===== src/rtl/riscv_pkg.sv =====
// Shared RV32 core definitions: load/store size codes, LSU state encoding
// and the byte-lane helpers used by the load-store unit.
package riscv_pkg;

  localparam logic [2:0] LDST_B  = 3'b000;
  localparam logic [2:0] LDST_H  = 3'b001;
  localparam logic [2:0] LDST_W  = 3'b010;
  localparam logic [2:0] LDST_BU = 3'b100;
  localparam logic [2:0] LDST_HU = 3'b101;

  localparam int LSU_BE_W = 4;

  typedef enum logic [1:0] {
    LSU_IDLE        = 2'b00,
    LSU_WAIT_GNT    = 2'b01,
    LSU_WAIT_RVALID = 2'b10
  } lsu_state_t;

  // Illegal size codes are reported exactly like misaligned accesses.
  function automatic logic lsuLegal(input logic [2:0] size, input logic [1:0] offset);
    logic legal;
    case (size)
      LDST_B, LDST_BU: legal = 1'b1;
      LDST_H, LDST_HU: legal = ~offset[0];
      LDST_W:          legal = (offset == 2'b00);
      default:         legal = 1'b0;
    endcase
    return legal;
  endfunction

  function automatic logic [LSU_BE_W-1:0] lsuBe(input logic [2:0] size, input logic [1:0] offset);
    logic [LSU_BE_W-1:0] be;
    case (size)
      LDST_B, LDST_BU: be = 4'b0001 << offset;
      LDST_H, LDST_HU: be = 4'b0011 << {offset[1], 1'b0};
      LDST_W:          be = 4'b1111;
      default:         be = 4'b0000;
    endcase
    return be;
  endfunction

  function automatic logic [31:0] lsuWdata(input logic [2:0] size, input logic [31:0] data);
    logic [31:0] wdata;
    case (size)
      LDST_B, LDST_BU: wdata = {4{data[7:0]}};
      LDST_H, LDST_HU: wdata = {2{data[15:0]}};
      default:         wdata = data;
    endcase
    return wdata;
  endfunction

endpackage


===== src/rtl/lsu_load_align.sv =====
// Selects the addressed byte/half of a read word and sign- or zero-extends it.
module lsu_load_align
  import riscv_pkg::*;
(
  input  logic [31:0] rdata,
  input  logic [1:0]  offset,
  input  logic [2:0]  size,
  output logic [31:0] result
);

  logic [7:0]  byteSel_s;
  logic [15:0] halfSel_s;

  // Lane selection and extension of the returned word
  always_comb begin
    case (offset)
      2'b00:   byteSel_s = rdata[7:0];
      2'b01:   byteSel_s = rdata[15:8];
      2'b10:   byteSel_s = rdata[23:16];
      2'b11:   byteSel_s = rdata[31:24];
      default: byteSel_s = 8'h00;
    endcase
    if (offset[1]) begin
      halfSel_s = rdata[31:16];
    end else begin
      halfSel_s = rdata[15:0];
    end
    case (size)
      LDST_B:  result = {{24{byteSel_s[7]}}, byteSel_s};
      LDST_BU: result = {24'h000000, byteSel_s};
      LDST_H:  result = {{16{halfSel_s[15]}}, halfSel_s};
      LDST_HU: result = {16'h0000, halfSel_s};
      default: result = rdata;
    endcase
  end

endmodule


===== src/rtl/riscv_lsu.sv =====
// RV32 load-store unit: one outstanding word-aligned memory transaction,
// byte-enable generation, store lane replication and load extension.
module riscv_lsu
  import riscv_pkg::*;
(
  input  logic                clk_i,
  input  logic                rstn_i,
  input  logic                lsu_req_i,
  input  logic                lsu_we_i,
  input  logic [2:0]          lsu_size_i,
  input  logic [31:0]         lsu_addr_i,
  input  logic [31:0]         lsu_data_i,
  output logic [31:0]         lsu_data_o,
  output logic                lsu_stall_req_o,
  output logic                lsu_misalign_o,
  output logic                data_req_o,
  output logic                data_we_o,
  output logic [LSU_BE_W-1:0] data_be_o,
  output logic [31:0]         data_addr_o,
  output logic [31:0]         data_wdata_o,
  input  logic                data_gnt_i,
  input  logic                data_rvalid_i,
  input  logic [31:0]         data_rdata_i
);

  lsu_state_t          state_r;
  logic [31:0]         reqAddr_r;
  logic [31:0]         reqWdata_r;
  logic [LSU_BE_W-1:0] reqBe_r;
  logic [2:0]          reqSize_r;
  logic                reqWe_r;
  logic [31:0]         loadData_r;

  logic                accessLegal_s;
  logic                issue_s;
  logic                complete_s;
  logic [31:0]         alignedData_s;

  assign accessLegal_s = lsuLegal(lsu_size_i, lsu_addr_i[1:0]);
  assign issue_s       = (state_r == LSU_IDLE) & lsu_req_i & accessLegal_s;
  assign complete_s    = (state_r == LSU_WAIT_RVALID) & data_rvalid_i;

  lsu_load_align u_loadAlign (
    .rdata  (data_rdata_i),
    .offset (reqAddr_r[1:0]),
    .size   (reqSize_r),
    .result (alignedData_s)
  );

  // Memory port: live decoder fields in the issue cycle, captured fields afterwards
  always_comb begin
    data_req_o   = 1'b0;
    data_we_o    = reqWe_r;
    data_be_o    = reqBe_r;
    data_addr_o  = {reqAddr_r[31:2], 2'b00};
    data_wdata_o = reqWdata_r;
    if (issue_s) begin
      data_req_o   = 1'b1;
      data_we_o    = lsu_we_i;
      data_be_o    = lsuBe(lsu_size_i, lsu_addr_i[1:0]);
      data_addr_o  = {lsu_addr_i[31:2], 2'b00};
      data_wdata_o = lsuWdata(lsu_size_i, lsu_data_i);
    end else if (state_r == LSU_WAIT_GNT) begin
      data_req_o = 1'b1;
    end else begin
      data_req_o = 1'b0;
    end
  end

  // Core-side handshake and load result bypass in the completion cycle
  always_comb begin
    lsu_misalign_o  = (state_r == LSU_IDLE) & lsu_req_i & ~accessLegal_s;
    lsu_stall_req_o = issue_s | (state_r == LSU_WAIT_GNT)
                    | ((state_r == LSU_WAIT_RVALID) & ~data_rvalid_i);
    if (complete_s && !reqWe_r) begin
      lsu_data_o = alignedData_s;
    end else begin
      lsu_data_o = loadData_r;
    end
  end

  // Transaction FSM with request capture and load result register
  always_ff @(posedge clk_i) begin
    if (!rstn_i) begin
      state_r    <= LSU_IDLE;
      reqAddr_r  <= 32'h0000_0000;
      reqWdata_r <= 32'h0000_0000;
      reqBe_r    <= 4'b0000;
      reqSize_r  <= 3'b000;
      reqWe_r    <= 1'b0;
      loadData_r <= 32'h0000_0000;
    end else begin
      case (state_r)
        LSU_IDLE: begin
          if (issue_s) begin
            reqAddr_r  <= lsu_addr_i;
            reqWdata_r <= lsuWdata(lsu_size_i, lsu_data_i);
            reqBe_r    <= lsuBe(lsu_size_i, lsu_addr_i[1:0]);
            reqSize_r  <= lsu_size_i;
            reqWe_r    <= lsu_we_i;
            state_r    <= data_gnt_i ? LSU_WAIT_RVALID : LSU_WAIT_GNT;
          end
        end
        LSU_WAIT_GNT: begin
          if (data_gnt_i) begin
            state_r <= LSU_WAIT_RVALID;
          end
        end
        LSU_WAIT_RVALID: begin
          if (data_rvalid_i) begin
            if (!reqWe_r) begin
              loadData_r <= alignedData_s;
            end
            state_r <= LSU_IDLE;
          end
        end
        default: state_r <= LSU_IDLE;
      endcase
    end
  end

endmodule


===== config.mk =====
export PLATFORM = sky130hd
export DESIGN_NAME = riscv_lsu
export DESIGN_NICKNAME = d
export VERILOG_FILES = /design/src/rtl/riscv_pkg.sv /design/src/rtl/lsu_load_align.sv /design/src/rtl/riscv_lsu.sv
export SDC_FILE = /design/constraint.sdc
export NUM_CORES = 1
export LEC_CHECK = 0
export CORE_ASPECT_RATIO = 1.75
export CORE_MARGIN = 2
export CORE_UTILIZATION = 45
export CTS_CLUSTER_DIAMETER = 150
export CTS_CLUSTER_SIZE = 24
export DETAILED_ROUTE_END_ITERATION = 7
export PLACE_DENSITY = 0.79
export RECOVER_POWER = 100
export SLEW_MARGIN = 10
export SYNTH_ARGS = -nofsm -noshare
export SYNTH_HDL_FRONTEND = slang
export SYNTH_SLANG_ARGS = --single-unit

===== constraint.sdc =====
create_clock -name clk_i -period 2.8 [get_ports clk_i]
set_clock_uncertainty 0.1 [all_clocks]
set_input_delay 0.28 -clock clk_i [delete_from_list [all_inputs] [get_ports clk_i]]
set_output_delay 0.28 -clock clk_i [all_outputs]
set_load 0.005 [all_outputs]

==> results of run 1 <==
==> layer usage <==
layer  wire length, microns  share of wire [%]  track usage (%)  vias up
met5                      0                  0                0        -
met4                    669                3.4             10.3        0
met3                   1100                5.6             4.90       38
met2                  10500                 54             45.5      202
met1                   7370                 37             28.0     3043
li1                       -                  -                -     3111
==> worst reg2reg max path, stage by stage (launching register included) <==
cell and delay (ns):
dfxtp_4 0.37, or3b_4 0.42, nor3_4 0.17, buf_6 0.16, buf_4 0.12, clkbuf_16 0.15
buf_4 0.25, mux2i_1 0.23
==> cell usage in the layout, fill, tap and decap left out, types with 3 or more instances in the layout <==
| cell type | Yosys | layout |
|---|---|---|
| nand2_1 | 134 | 134 |
| nand3b_1 | 3 | 3 |
| o31ai_1 | 32 | 32 |
| o21ai_0 | 20 | 18 |
| mux2i_1 | 60 | 60 |
| o32ai_1 | 7 | 3 |
| dfxtp_1 | 106 | 104 |
| o32ai_2 | 0 | 4 |
| buf_4 | 7 | 50 |
| a31o_2 | 12 | 12 |
| buf_6 | 6 | 3 |
| buf_12 | 0 | 11 |
| dlymetal6s2s_1 | 0 | 14 |
| nand3_1 | 10 | 10 |
| a211oi_1 | 8 | 8 |
| a311oi_1 | 18 | 18 |
| a31oi_1 | 30 | 30 |
| nand2b_1 | 19 | 19 |
| o211ai_1 | 8 | 8 |
| a222oi_1 | 7 | 7 |
| nor2_1 | 29 | 29 |
| a21oi_1 | 25 | 25 |
| or3b_2 | 3 | 3 |
| nor2b_1 | 17 | 16 |
| clkdlybuf4s50_1 | 0 | 146 |
| mux2_2 | 92 | 91 |
| clkbuf_16 | 0 | 10 |
| dlygate4sd2_1 | 0 | 45 |
==> metrics by stage <==
stage	util, %	total power (W)
2_1_floorplan	-	0.00214
3_3_place_gp	63.7	0.00267
3_5_place_dp	63.7	0.00269
4_1_cts	66.1	0.00398
5_1_grt	67.4	0.00415
6_report	67.4	0.00398
==> repair_timing <==
item                       in CTS  in global routing
setup endpoints to repair      62                 36
cloned                          0                  1
pin swaps                       1                  1
gates resized for setup        55                 23
buffers inserted                4                 13
==> worst paths after layout <==
kind / from / slack, ns / endpoint / cells past startpoint
setup reg to reg: state_r[1]$_SDFFE_PN0P_ / 0.78 / reqAddr_r[8]$_SDFFE_PN0P_ / 7
setup / recovery: lsu_req_i / 0.04 / data_addr_o[3] / 7
hold reg to reg: reqAddr_r[22]$_SDFFE_PN0P_ / 0.36 / reqAddr_r[22]$_SDFFE_PN0P_ / 2
hold / removal: lsu_size_i[2] / 0.18 / reqSize_r[2]$_SDFFE_PN0P_ / 3
==> power breakdown <==
part           switching (W)  internal (W)  total, W
Combinational       0.000458      0.000586   0.00104
Sequential         0.0000391       0.00157   0.00161
Clock               0.000672      0.000648   0.00132
Total                0.00117       0.00281   0.00398
==> flip-flops by register name, summed over array words and instances, names as in the netlist <==
signal,cells
loadData_r,32
reqAddr_r,32
reqWdata_r,32
reqBe_r,4
reqSize_r,3
state_r,2
reqWe_r,1
==> cell type report <==
type	instances	area share [%]
multi-input cells	551	42.4
clock buffers	9	2.42
well taps	177	2.37
repair buffers	272	29.0
inverters	1	0.0403
clock inverters	7	0.939
flip-flops and latches	106	22.8
==> cell families (layout without fill, tap and decap cells) <==
family,count (synthesis),count (layout),synth area share [%]
muxes,153,153,26.0
buffers and inverters,75,289,5.75
DFF,106,106,33.3
AOI/OAI and AO/OA,171,171,18.8
and+or+nand+nor,225,225,16.1
other,1,2,0.0588
==> Flow_metrics.wiki, run 1 <==
{| class="wikitable"
! Metric !! Value
|-
| Area after DPL || 0.00881 sq mm
|-
| CTS tree || yes
|-
| Effective utilization at floorplan || between 40% and 50%
|-
| Cell Rows || 57
|-
| Hpwl dp || 14300 microns
|-
| Combined buffer and inverter count along the critical path || 4
|-
| Global routing usage summed across all routing layers || between 20 and 30%
|-
| Setup tns final || 0 ns
|-
| Number of fillers in the final layout || 1121
|-
| Remaining DRCs || 0
|-
| First-pass GRT wire length || 30700 microns
|-
| Hold WC Path Type || primary input to register
|-
| Time the worst path needs with I/O delays and setup || 2.76 ns
|-
| Maximum achievable frequency || approximately 0.36 GHz
|-
| Sinks on the clock net || 106
|-
| Fraction of layout instances using a drive strength above 1 || between 20% and 30%
|-
| Netlist area before placement || approximately 0.0064 sq mm
|-
| Prevailing post-synth register cell || dfxtp_1
|-
| Library cell used as clock root buffer || clkbuf_16
|-
| Ratio of total power to cell area || ~430 mW/mm^2
|-
| Distinct cell type count after synthesis || 41
|-
| WP data arrival || 2.38 ns
|-
| Relative max-transition margin || 48.3%
|-
| Sequential element share of the synthesized area || 33.3%
|-
| Cell area after layout || about 0.0093 sq mm
|-
| Worst path top cell family by delay || buffers and inverters
|-
| GPL Wtd Cong || between 0.8 and 0.9
|-
| Most used standard cells in the synthesized netlist || nand2_1 (134), dfxtp_1 (106), mux2_2 (92)
|-
| Maximum Capacitance Violations || 0
|-
| Area fraction of the dominant cell type after synthesis || 33.3%
|-
| Number of global-route vias before repair || 6221
|-
| Worst slack at placement || -0.0901 ns
|-
| First-pass iteration count of the detailed router || 5
|-
| Mean post-synth cell area || 8.72 sq um
|-
| Combined flip-flop and latch cell area || 0.00213 sq mm
|-
| Flops & latches, synth || ~110
|-
| Setup Viol. Count Final || 0
|-
| CP endpoint kind || output pin
|-
| Worst hold margin || 0.180 ns
|-
| Maximum fanout along the worst path || 10
|-
| Final worst slack || 0.0412 ns
|-
| Hold buffer count at CTS || 0
|-
| Footprint of the multi-input gates || between 0.003 and 0.004 sq mm
|-
| H-tree levels || 3
|-
| Worst EP required || 2.42 ns
|-
| Count of placed standard cells in the final layout, fillers left out || 1123
|-
| Cell at the slowest stage of the critical path || clkdlybuf4s50_1
|-
| Largest net degree at the start of global routing || roughly 110
|-
| Relative area change from synthesis to final layout || 46.2%
|-
| Number of enable flip-flop cells after synthesis || 0
|-
| Cell with the most instances after synthesis || nand2_1
|-
| Category of the worst setup path launch point || primary input
|-
| X dimension of the die || 94.0 microns
|-
| Part of the cycle the worst path needs || 98.5%
|-
| Chain of cells forming the critical path || clkdlybuf4s50_1 -> or3b_4 -> nor3_4 -> buf_6 -> buf_12 -> mux2_4 -> clkdlybuf4s50_1
|-
| Area contributors post-synth || dfxtp_1 (33%), mux2_2 (16%), mux2i_1 (9.4%)
|-
| Transition time at the pin with the least slew margin || 0.770 ns
|-
| Placeable core region || approximately 0.014 sq mm
|-
| Most area-hungry cell type in the Yosys netlist || dfxtp_1
|-
| Via Count || ~6400
|-
| Number of antenna violations at the first check in global routing || 0
|-
| Final Hold Vio Count || 0
|-
| Clock-pin slew on the worst setup and hold paths || approximately 0.080 ns
|-
| Max-slew violation count || 0
|-
| Most common cell type on the critical path || clkdlybuf4s50_1
|-
| Placed Cells || 1089
|-
| Max stage delay on crit path || roughly 0.48 ns
|-
| Post-synthesis async set-or-reset flop share || 0%
|-
| Number of nets in the layout || 1046
|-
| Leak pwr || 3.93 nW
|-
| Diodes inserted || 0
|-
| Number of buffers created by CTS || 9
|-
| Count of pins on the block boundary || 209
|-
| Maximum buffer depth of the clock tree || 2
|-
| Detail-routed net length per standard cell || 17.5 microns
|-
| Iteration-0 DRC count of the detailed router || 295
|-
| Worst-Skew Late Latency || 0.35 ns
|-
| Number of nets with antenna violations after detailed routing || 0
|-
| Critical path start-end classification || primary input to output pin
|-
| Die H || 161 microns
|-
| Total of warnings raised by yosys || 0
|-
| Via/cell ratio || roughly 5.7
|-
| Post-synthesis instance total || about 730
|-
| Total congestion overflow after global routing || 0
|-
| Total Wirelength || 19700 microns
|-
| Maximum vdd ir drop || 0.297 mV
|-
| Port Buf Inserts || a little over 200
|-
| Total Die Area || 0.0152 sq mm
|-
| Outcome || completed
|}
Note: power is estimated with default switching activity, not from simulation.
==> inputs of run 2 (changes only) <==
CAP_MARGIN = 20   (was default)
CTS_CLUSTER_SIZE = 40   (was 24)
==> results of run 2 <==
The final DEF is identical to that of run 1; final timing and power are the same.
==> inputs of run 3 (changes only) <==
CAP_MARGIN = default   (was 20)
SLEW_MARGIN = 20   (was 10)
==> results of run 3 <==
The final DEF is identical to that of run 1; final timing and power are the same.
